**src/rtl/muldiv_unit_pkg.sv**
```systemverilog
// Shared op/state encodings and op-class helpers
// for the iterative multiply/divide engine.
package muldiv_unit_pkg;

  typedef enum logic [2:0] {
    MD_OP_MULT  = 3'd0,
    MD_OP_MULTU = 3'd1,
    MD_OP_DIV   = 3'd2,
    MD_OP_DIVU  = 3'd3,
    MD_OP_MADD  = 3'd4,
    MD_OP_MADDU = 3'd5,
    MD_OP_MSUB  = 3'd6,
    MD_OP_MSUBU = 3'd7
  } md_op_e;

  typedef enum logic [2:0] {
    MD_ST_IDLE = 3'd0,
    MD_ST_MUL  = 3'd1,
    MD_ST_DIV  = 3'd2,
    MD_ST_FIX  = 3'd3,
    MD_ST_DONE = 3'd4
  } md_st_e;

  function automatic logic md_signed(md_op_e op);
    return op inside {MD_OP_MULT, MD_OP_DIV,
                      MD_OP_MADD, MD_OP_MSUB};
  endfunction

  function automatic logic md_div(md_op_e op);
    return op inside {MD_OP_DIV, MD_OP_DIVU};
  endfunction

  function automatic logic md_madd(md_op_e op);
    return op inside {MD_OP_MADD, MD_OP_MADDU};
  endfunction

  function automatic logic md_msub(md_op_e op);
    return op inside {MD_OP_MSUB, MD_OP_MSUBU};
  endfunction

endpackage

```
**src/rtl/muldiv_unit_if.sv**
```systemverilog
// Start/ready bundle between the execute stage
// (master) and the multiply/divide engine (slave).
interface muldiv_unit_if #(
  parameter int WIDTH = 32
);

  logic                   start_i;
  logic                   cancel_i;
  muldiv_unit_pkg::md_op_e op_i;
  logic [WIDTH-1:0]       opdata1_i;
  logic [WIDTH-1:0]       opdata2_i;
  logic [2*WIDTH-1:0]     acc_i;
  logic                   busy_o;
  logic                   ready_o;
  logic [2*WIDTH-1:0]     result_o;
  logic                   div_by_zero_o;

  modport master (
    output start_i, cancel_i, op_i,
    output opdata1_i, opdata2_i, acc_i,
    input  busy_o, ready_o, result_o,
    input  div_by_zero_o
  );

  modport slave (
    input  start_i, cancel_i, op_i,
    input  opdata1_i, opdata2_i, acc_i,
    output busy_o, ready_o, result_o,
    output div_by_zero_o
  );

endinterface

```
**src/rtl/muldiv_div_iter.sv**
```systemverilog
// Restoring divider datapath: one quotient bit
// per enabled cycle on unsigned magnitudes.
module muldiv_div_iter #(
  parameter int WIDTH = 32
) (
  input  logic             clk,
  input  logic             rst,
  input  logic             load_i,
  input  logic             en_i,
  input  logic [WIDTH-1:0] dividend_i,
  input  logic [WIDTH-1:0] divisor_i,
  output logic [WIDTH-1:0] quot_o,
  output logic [WIDTH-1:0] rem_o
);

  logic [WIDTH-1:0] rem_q, rem_d;
  logic [WIDTH-1:0] quot_q, quot_d;
  logic [WIDTH-1:0] dsor_q, dsor_d;
  logic [WIDTH:0]   shifted;
  logic [WIDTH:0]   diff;

  always_comb begin
    rem_d   = rem_q;
    quot_d  = quot_q;
    dsor_d  = dsor_q;
    shifted = {rem_q, quot_q[WIDTH-1]};
    diff    = shifted - {1'b0, dsor_q};
    if (load_i) begin
      rem_d  = '0;
      quot_d = dividend_i;
      dsor_d = divisor_i;
    end else if (en_i) begin
      // partial remainder < divisor, so diff fits
      if (!diff[WIDTH]) begin
        rem_d  = diff[WIDTH-1:0];
        quot_d = {quot_q[WIDTH-2:0], 1'b1};
      end else begin
        rem_d  = shifted[WIDTH-1:0];
        quot_d = {quot_q[WIDTH-2:0], 1'b0};
      end
    end
  end

  always_ff @(posedge clk or posedge rst) begin
    if (rst) begin
      rem_q  <= '0;
      quot_q <= '0;
      dsor_q <= '0;
    end else begin
      rem_q  <= rem_d;
      quot_q <= quot_d;
      dsor_q <= dsor_d;
    end
  end

  assign quot_o = quot_q;
  assign rem_o  = rem_q;

endmodule

```
**src/rtl/muldiv_unit.sv**
```systemverilog
// Iterative multiply/divide engine for EX: magnitude
// datapath with sign/accumulate fix-up in FIX.
module muldiv_unit
  import muldiv_unit_pkg::*;
#(
  parameter int WIDTH    = 32,
  parameter int MUL_BITS = 8
) (
  input  logic         clk,
  input  logic         rst,
  muldiv_unit_if.slave bus
);

  localparam int DW = 2 * WIDTH;
  localparam int CW = $clog2(WIDTH + 1);
  localparam logic [CW-1:0] MUL_LAST =
    CW'(WIDTH / MUL_BITS - 1);
  localparam logic [CW-1:0] DIV_LAST =
    CW'(WIDTH - 1);

  md_st_e           state_q, state_d;
  md_op_e           op_q, op_d;
  logic             neg_q, neg_d;
  logic             rneg_q, rneg_d;
  logic             divz_q, divz_d;
  logic [DW-1:0]    mcand_q, mcand_d;
  logic [WIDTH-1:0] mplier_q, mplier_d;
  logic [DW-1:0]    prod_q, prod_d;
  logic [DW-1:0]    acc_q, acc_d;
  logic [CW-1:0]    cnt_q, cnt_d;
  logic             busy_q, busy_d;
  logic             ready_q, ready_d;
  logic [DW-1:0]    result_q, result_d;
  logic             dbz_q, dbz_d;

  md_op_e           in_op;
  logic             s1, s2, accept;
  logic             in_div, in_dz;
  logic [WIDTH-1:0] mag1, mag2;
  logic             div_load, div_en;
  logic [WIDTH-1:0] quot, rem;
  logic [WIDTH-1:0] quo_s, rem_s;
  logic [DW-1:0]    prod_s, fix_res;

  assign in_op  = bus.op_i;
  assign in_div = md_div(in_op);
  assign in_dz  = in_div && (bus.opdata2_i == '0);
  assign s1     = md_signed(in_op) & bus.opdata1_i[WIDTH-1];
  assign s2     = md_signed(in_op) & bus.opdata2_i[WIDTH-1];
  assign mag1   = s1 ? -bus.opdata1_i : bus.opdata1_i;
  assign mag2   = s2 ? -bus.opdata2_i : bus.opdata2_i;
  assign accept = bus.start_i && !bus.cancel_i &&
                  (state_q == MD_ST_IDLE ||
                   state_q == MD_ST_DONE);
  assign div_load = accept && in_div;

  muldiv_div_iter #(.WIDTH(WIDTH)) u_div (
    .clk        (clk),
    .rst        (rst),
    .load_i     (div_load),
    .en_i       (div_en),
    .dividend_i (mag1),
    .divisor_i  (mag2),
    .quot_o     (quot),
    .rem_o      (rem)
  );

  always_comb begin
    prod_s  = neg_q ? -prod_q : prod_q;
    quo_s   = neg_q ? -quot : quot;
    rem_s   = rneg_q ? -rem : rem;
    fix_res = prod_s;
    if (md_div(op_q)) begin
      // divide-by-zero returns the raw dividend kept in acc_q
      fix_res = divz_q ?
        {acc_q[WIDTH-1:0], {WIDTH{1'b1}}} :
        {rem_s, quo_s};
    end else if (md_madd(op_q)) begin
      fix_res = acc_q + prod_s;
    end else if (md_msub(op_q)) begin
      fix_res = acc_q - prod_s;
    end
  end

  always_comb begin
    state_d  = state_q;
    op_d     = op_q;
    neg_d    = neg_q;
    rneg_d   = rneg_q;
    divz_d   = divz_q;
    mcand_d  = mcand_q;
    mplier_d = mplier_q;
    prod_d   = prod_q;
    acc_d    = acc_q;
    cnt_d    = cnt_q;
    busy_d   = busy_q;
    ready_d  = ready_q;
    result_d = result_q;
    dbz_d    = dbz_q;
    div_en   = 1'b0;
    if (bus.cancel_i && state_q != MD_ST_IDLE) begin
      state_d = MD_ST_IDLE;
      busy_d  = 1'b0;
      ready_d = 1'b0;
    end else begin
      unique case (state_q)
        MD_ST_IDLE, MD_ST_DONE: begin
          state_d = MD_ST_IDLE;
          busy_d  = 1'b0;
          ready_d = 1'b0;
          if (accept) begin
            op_d     = in_op;
            neg_d    = s1 ^ s2;
            rneg_d   = s1;
            divz_d   = in_dz;
            dbz_d    = 1'b0;
            acc_d    = in_div ?
              {{WIDTH{1'b0}}, bus.opdata1_i} : bus.acc_i;
            mcand_d  = {{WIDTH{1'b0}}, mag1};
            mplier_d = mag2;
            prod_d   = '0;
            busy_d   = 1'b1;
            if (in_dz) begin
              state_d = MD_ST_FIX;
            end else if (in_div) begin
              state_d = MD_ST_DIV;
              cnt_d   = DIV_LAST;
            end else begin
              state_d = MD_ST_MUL;
              cnt_d   = MUL_LAST;
            end
          end
        end
        MD_ST_MUL: begin
          prod_d   = prod_q + mcand_q *
                     DW'(mplier_q[MUL_BITS-1:0]);
          mcand_d  = mcand_q << MUL_BITS;
          mplier_d = mplier_q >> MUL_BITS;
          cnt_d    = cnt_q - 1'b1;
          if (cnt_q == '0) state_d = MD_ST_FIX;
        end
        MD_ST_DIV: begin
          div_en = 1'b1;
          cnt_d  = cnt_q - 1'b1;
          if (cnt_q == '0) state_d = MD_ST_FIX;
        end
        MD_ST_FIX: begin
          state_d  = MD_ST_DONE;
          busy_d   = 1'b0;
          ready_d  = 1'b1;
          result_d = fix_res;
          dbz_d    = divz_q;
        end
        default: begin
          state_d = MD_ST_IDLE;
          busy_d  = 1'b0;
          ready_d = 1'b0;
        end
      endcase
    end
  end

  always_ff @(posedge clk or posedge rst) begin
    if (rst) begin
      state_q  <= MD_ST_IDLE;
      op_q     <= MD_OP_MULT;
      neg_q    <= 1'b0;
      rneg_q   <= 1'b0;
      divz_q   <= 1'b0;
      mcand_q  <= '0;
      mplier_q <= '0;
      prod_q   <= '0;
      acc_q    <= '0;
      cnt_q    <= '0;
      busy_q   <= 1'b0;
      ready_q  <= 1'b0;
      result_q <= '0;
      dbz_q    <= 1'b0;
    end else begin
      state_q  <= state_d;
      op_q     <= op_d;
      neg_q    <= neg_d;
      rneg_q   <= rneg_d;
      divz_q   <= divz_d;
      mcand_q  <= mcand_d;
      mplier_q <= mplier_d;
      prod_q   <= prod_d;
      acc_q    <= acc_d;
      cnt_q    <= cnt_d;
      busy_q   <= busy_d;
      ready_q  <= ready_d;
      result_q <= result_d;
      dbz_q    <= dbz_d;
    end
  end

  assign bus.busy_o        = busy_q;
  assign bus.ready_o       = ready_q;
  assign bus.result_o      = result_q;
  assign bus.div_by_zero_o = dbz_q;

endmodule

```
**src/flat_wrapper.sv**
```systemverilog
// flat-port wrapper written by rule: the top's interface ports become plain ports
module muldiv_unit_flat import muldiv_unit_pkg::*;
#(
  parameter int WIDTH    = 32,
  parameter int MUL_BITS = 8
)
  (clk, rst, bus_start_i, bus_cancel_i, bus_op_i, bus_opdata1_i, bus_opdata2_i, bus_acc_i, bus_busy_o, bus_ready_o, bus_result_o, bus_div_by_zero_o);
  muldiv_unit_if #(.WIDTH(WIDTH)) bus_i ();
  input  logic clk;
  input  logic rst;
  input wire logic [$bits(bus_i.start_i)-1:0] bus_start_i;
  input wire logic [$bits(bus_i.cancel_i)-1:0] bus_cancel_i;
  input wire logic [$bits(bus_i.op_i)-1:0] bus_op_i;
  input wire logic [$bits(bus_i.opdata1_i)-1:0] bus_opdata1_i;
  input wire logic [$bits(bus_i.opdata2_i)-1:0] bus_opdata2_i;
  input wire logic [$bits(bus_i.acc_i)-1:0] bus_acc_i;
  output wire logic [$bits(bus_i.busy_o)-1:0] bus_busy_o;
  output wire logic [$bits(bus_i.ready_o)-1:0] bus_ready_o;
  output wire logic [$bits(bus_i.result_o)-1:0] bus_result_o;
  output wire logic [$bits(bus_i.div_by_zero_o)-1:0] bus_div_by_zero_o;
  assign bus_i.start_i = bus_start_i;
  assign bus_i.cancel_i = bus_cancel_i;
  assign bus_i.op_i = bus_op_i;
  assign bus_i.opdata1_i = bus_opdata1_i;
  assign bus_i.opdata2_i = bus_opdata2_i;
  assign bus_i.acc_i = bus_acc_i;
  assign bus_busy_o = bus_i.busy_o;
  assign bus_ready_o = bus_i.ready_o;
  assign bus_result_o = bus_i.result_o;
  assign bus_div_by_zero_o = bus_i.div_by_zero_o;
  muldiv_unit #(.WIDTH(WIDTH), .MUL_BITS(MUL_BITS)) u_core (.clk(clk), .rst(rst), .bus(bus_i));
endmodule
```
**config.mk**
```make
export PLATFORM = sky130hd
export DESIGN_NAME = muldiv_unit_flat
export DESIGN_NICKNAME = d
export VERILOG_FILES = /design/src/rtl/muldiv_unit_pkg.sv /design/src/rtl/muldiv_unit_if.sv /design/src/rtl/muldiv_div_iter.sv /design/src/rtl/muldiv_unit.sv /design/src/flat_wrapper.sv
export SDC_FILE = /design/constraint.sdc
export NUM_CORES = 2
export LEC_CHECK = 0
export ABC_AREA = 1
export CAP_MARGIN = 10
export CELL_PAD_IN_SITES_DETAIL_PLACEMENT = 1
export CELL_PAD_IN_SITES_GLOBAL_PLACEMENT = 1
export CORE_MARGIN = 8
export CORE_UTILIZATION = 46
export CTS_CLUSTER_DIAMETER = 40
export DETAILED_ROUTE_END_ITERATION = 16
export PLACE_DENSITY_LB_ADDON = 0.08
export SYNTH_ARGS = -nofsm -noshare
export SYNTH_HDL_FRONTEND = slang
export SYNTH_HIERARCHICAL = 1
export SYNTH_SLANG_ARGS = --single-unit
export TNS_END_PERCENT = 5
```
**constraint.sdc**
```tcl
create_clock -name clk -period 11.1 [get_ports clk]
set_clock_uncertainty 0.15 [all_clocks]
set_input_delay 1.11 -clock clk [delete_from_list [all_inputs] [get_ports clk]]
set_output_delay 1.11 -clock clk [all_outputs]
set_load 0.005 [all_outputs]
```
==> flow_summary.json <==
{
  "dp_slack_ns": 4.44,
  "place_congestion": 1.08,
  "cts_tree": "built",
  "wl_per_cell_um": 26.4,
  "layout-drive-gt1-share_pct": 4.33,
  "io_buffers": 201,
  "clkSinkCount": 401,
  "critPathSlowestCell": "dfrtp_2",
  "syn_area_sq_mm": 0.0552,
  "drv_cap": 0,
  "post-cts-setup-buffer-count": 0,
  "slew_headroom_pct": 15.3,
  "via_per_inst": 5.81,
  "grt_overflow": 0,
  "synth_fp_nets": 9597,
  "synth-warning-count": 6,
  "fin_setup_tns_ns": 0,
  "status": "complete, no violations",
  "seq_area_frac_synth_pct": 18.2,
  "max_freq_mhz": 143,
  "ys_ff_latch": 401,
  "min_path_type": "reg -> reg",
  "rows": 127,
  "drc": 0,
  "die_h_um": 362,
  "ctsHoldBuffers": 0,
  "io_pins": 202,
  "grt_pass1_vias": 62960,
  "die_area_sq_mm": 0.131,
  "holdWs_ns": 0.325,
  "crit_path_max_incr_delay_ns": 0.77,
  "fillerInstances": 16326,
  "arrival_ns": 7.35,
  "cts-buffers-inserted": 85,
  "first_iter_violations": 6479,
  "critPathKind": "reg -> reg",
  "crit_chain": "buf_4, nand2_1, fa_1, inv_1, fa_1, inv_1, fa_1, fa_1, inv_1, ha_1, a21oi_1, nand2_1, a21oi_1, o21ai_2, a21oi_1, o21ai_0, o21ai_0, o21ai_0",
  "synth_cell_types": 68,
  "area_growth_pct": 11.3,
  "ys.flop_type": "dfrtp_1",
  "cp_data_required_time_ns": 11.46,
  "drt-pass1-iter-count": 6,
  "crit_fanout": 40,
  "h-tree-depth": 3,
  "path_common_cell": "fa_1",
  "setup_violations": 0,
  "coreArea_sq_mm": 0.119,
  "wirelength_mm": 277,
  "slew_viol_final": 0,
  "yosys-top-cells-count": "nand2_1 (2553), inv_1 (1824), nor2_1 (794)",
  "netlist_top_cells_area": "dfrtp_1 (18%), nand2_1 (17%), fa_1 (15%)",
  "antenna_found_initial": 14,
  "postRouteAntennaNets": 0,
  "track_usage_pct": 41.1,
  "initial_core_util_pct": 46.2,
  "clock_latency_ns": 0.72,
  "yosysMostFrequentCell": "nand2_1",
  "crit_path_start_kind": "register",
  "synthDominantCellAreaShare_pct": 18.2,
  "die_w_um": 362,
  "cts_max_path_buffers": 3,
  "clockRootBuffer": "clkbuf_16",
  "path_buf_inv": 4,
  "grt_setup_unrepaired": "false",
  "synth_edf_count": 0,
  "fin_crit_ns": 6.99,
  "cp_top_family": "compound AO/OA/AOI/OAI gates",
  "clk_pin_slew_worst_paths_ns": 0.05,
  "fin_crit_sh_pct": 63.0,
  "hpwl_mm": 226,
  "post_cts_resized": 0,
  "async_flop_share_pct": 100,
  "crit_path_end_kind": "register",
  "synth.largest_area_cell": "dfrtp_1",
  "hold_viol": 0,
  "grt_pass1_wl_mm": 407,
  "avgSynthCellArea_sq_um": 6.27,
  "grt_max_degree": 88,
  "synthCells": 8810,
  "tightestPinTransition_ns": 1.27,
  "vias": 61075,
  "finalNetCount": 9616,
  "fin_ws_ns": 4.11
}
==> placed cells by master (no fill, tap or decap), drive strengths merged, types with 62 or more instances in the layout <==
master / n
clkdlybuf4s50: 201
nand3: 507
nor3: 83
dfrtp: 401
o21ai: 608
o22ai: 62
a21oi: 391
inv: 1852
xor2: 121
ha: 239
nand2: 2589
clkbuf: 99
nor2: 840
nand4: 93
fa: 413
==> tightest hold or removal path: stages (launching register included) <==
cell     delay [ns]
dfrtp_1        0.33
nand2_1        0.06
nand2_1        0.05
==> through the flow <==
step	cell area (sq um)	utilization, %	instances
global placement	58300	48.8	10354
finish	61500	51.4	10515
global route	61500	51.4	10513
CTS	61500	51.4	10512
floorplan	55200	-	8810
detailed placement	58300	48.8	10354
==> cell type report <==
class,count,area [sq um],share of cell area [%]
diodes,3,7.51,0.0122
clock buffers,99,2250,3.66
clock inverters,59,866,1.41
inverters,1839,6910,11.2
multi-input cells,6246,36900,60.1
flip-flops and latches,401,10000,16.3
well taps,1612,2020,3.28
repair buffers,256,2420,3.94
==> final timing paths <==
path | startpoint | endpoint | slack, ns | cells past startpoint
worst min-delay path | u_core/bus.result_o[55]$_DFFE_PP0P_ | u_core/bus.result_o[55]$_DFFE_PP0P_ | 0.33 | 2
max in group asynchronous | rst | u_core/acc_q[61]$_DFFE_PP0P_ | 7.53 | 4
worst max-delay path | u_core/mplier_q[0]$_DFFE_PP0P_ | u_core/prod_q[37]$_DFFE_PP0P_ | 4.11 | 18
min in group asynchronous | rst | u_core/bus.result_o[3]$_DFFE_PP0P_ | 0.82 | 2
worst max register to register | u_core/mplier_q[0]$_DFFE_PP0P_ | u_core/prod_q[37]$_DFFE_PP0P_ | 4.11 | 18
worst min register to register | u_core/bus.result_o[55]$_DFFE_PP0P_ | u_core/bus.result_o[55]$_DFFE_PP0P_ | 0.33 | 2
==> per-layer routing <==
layer	global-route usage, %	vias up	wire length [um]	part of all wire, %
li1	-	27054	-	-
met3	8.61	766	26200	9.4
met1	52.2	30311	109000	39
met5	0	-	59	0.021
met4	25.8	8	21200	7.6
met2	63.7	2936	121000	44
==> flip-flops by register name (all words and copies together), names as in the netlist <==
name / flops
u_core/state_q: 3
u_core/bus.div_by_zero_o: 1
u_core/u_div/quot_o: 32
u_core/u_div/rem_o: 32
u_core/divz_q: 1
u_core/acc_q: 64
u_core/u_div/dsor_q: 32
u_core/bus.ready_o: 1
u_core/neg_q: 1
u_core/cnt_q: 6
u_core/bus.busy_o: 1
u_core/op_q: 2
u_core/rneg_q: 1
u_core/mcand_q: 64
u_core/mplier_q: 32
u_core/bus.result_o: 64
u_core/prod_q: 64
==> cell families after synthesis <==
family / synth area share (%)
simple gates: 31.4
buf+inv: 15.0
compound gates: 12.5
fa+ha+maj: 20.4
flops: 18.2
xor+xnor: 2.50
Power is not shown: default switching activity piles up to over one toggle a cycle in this logic, so the estimate is an artifact.
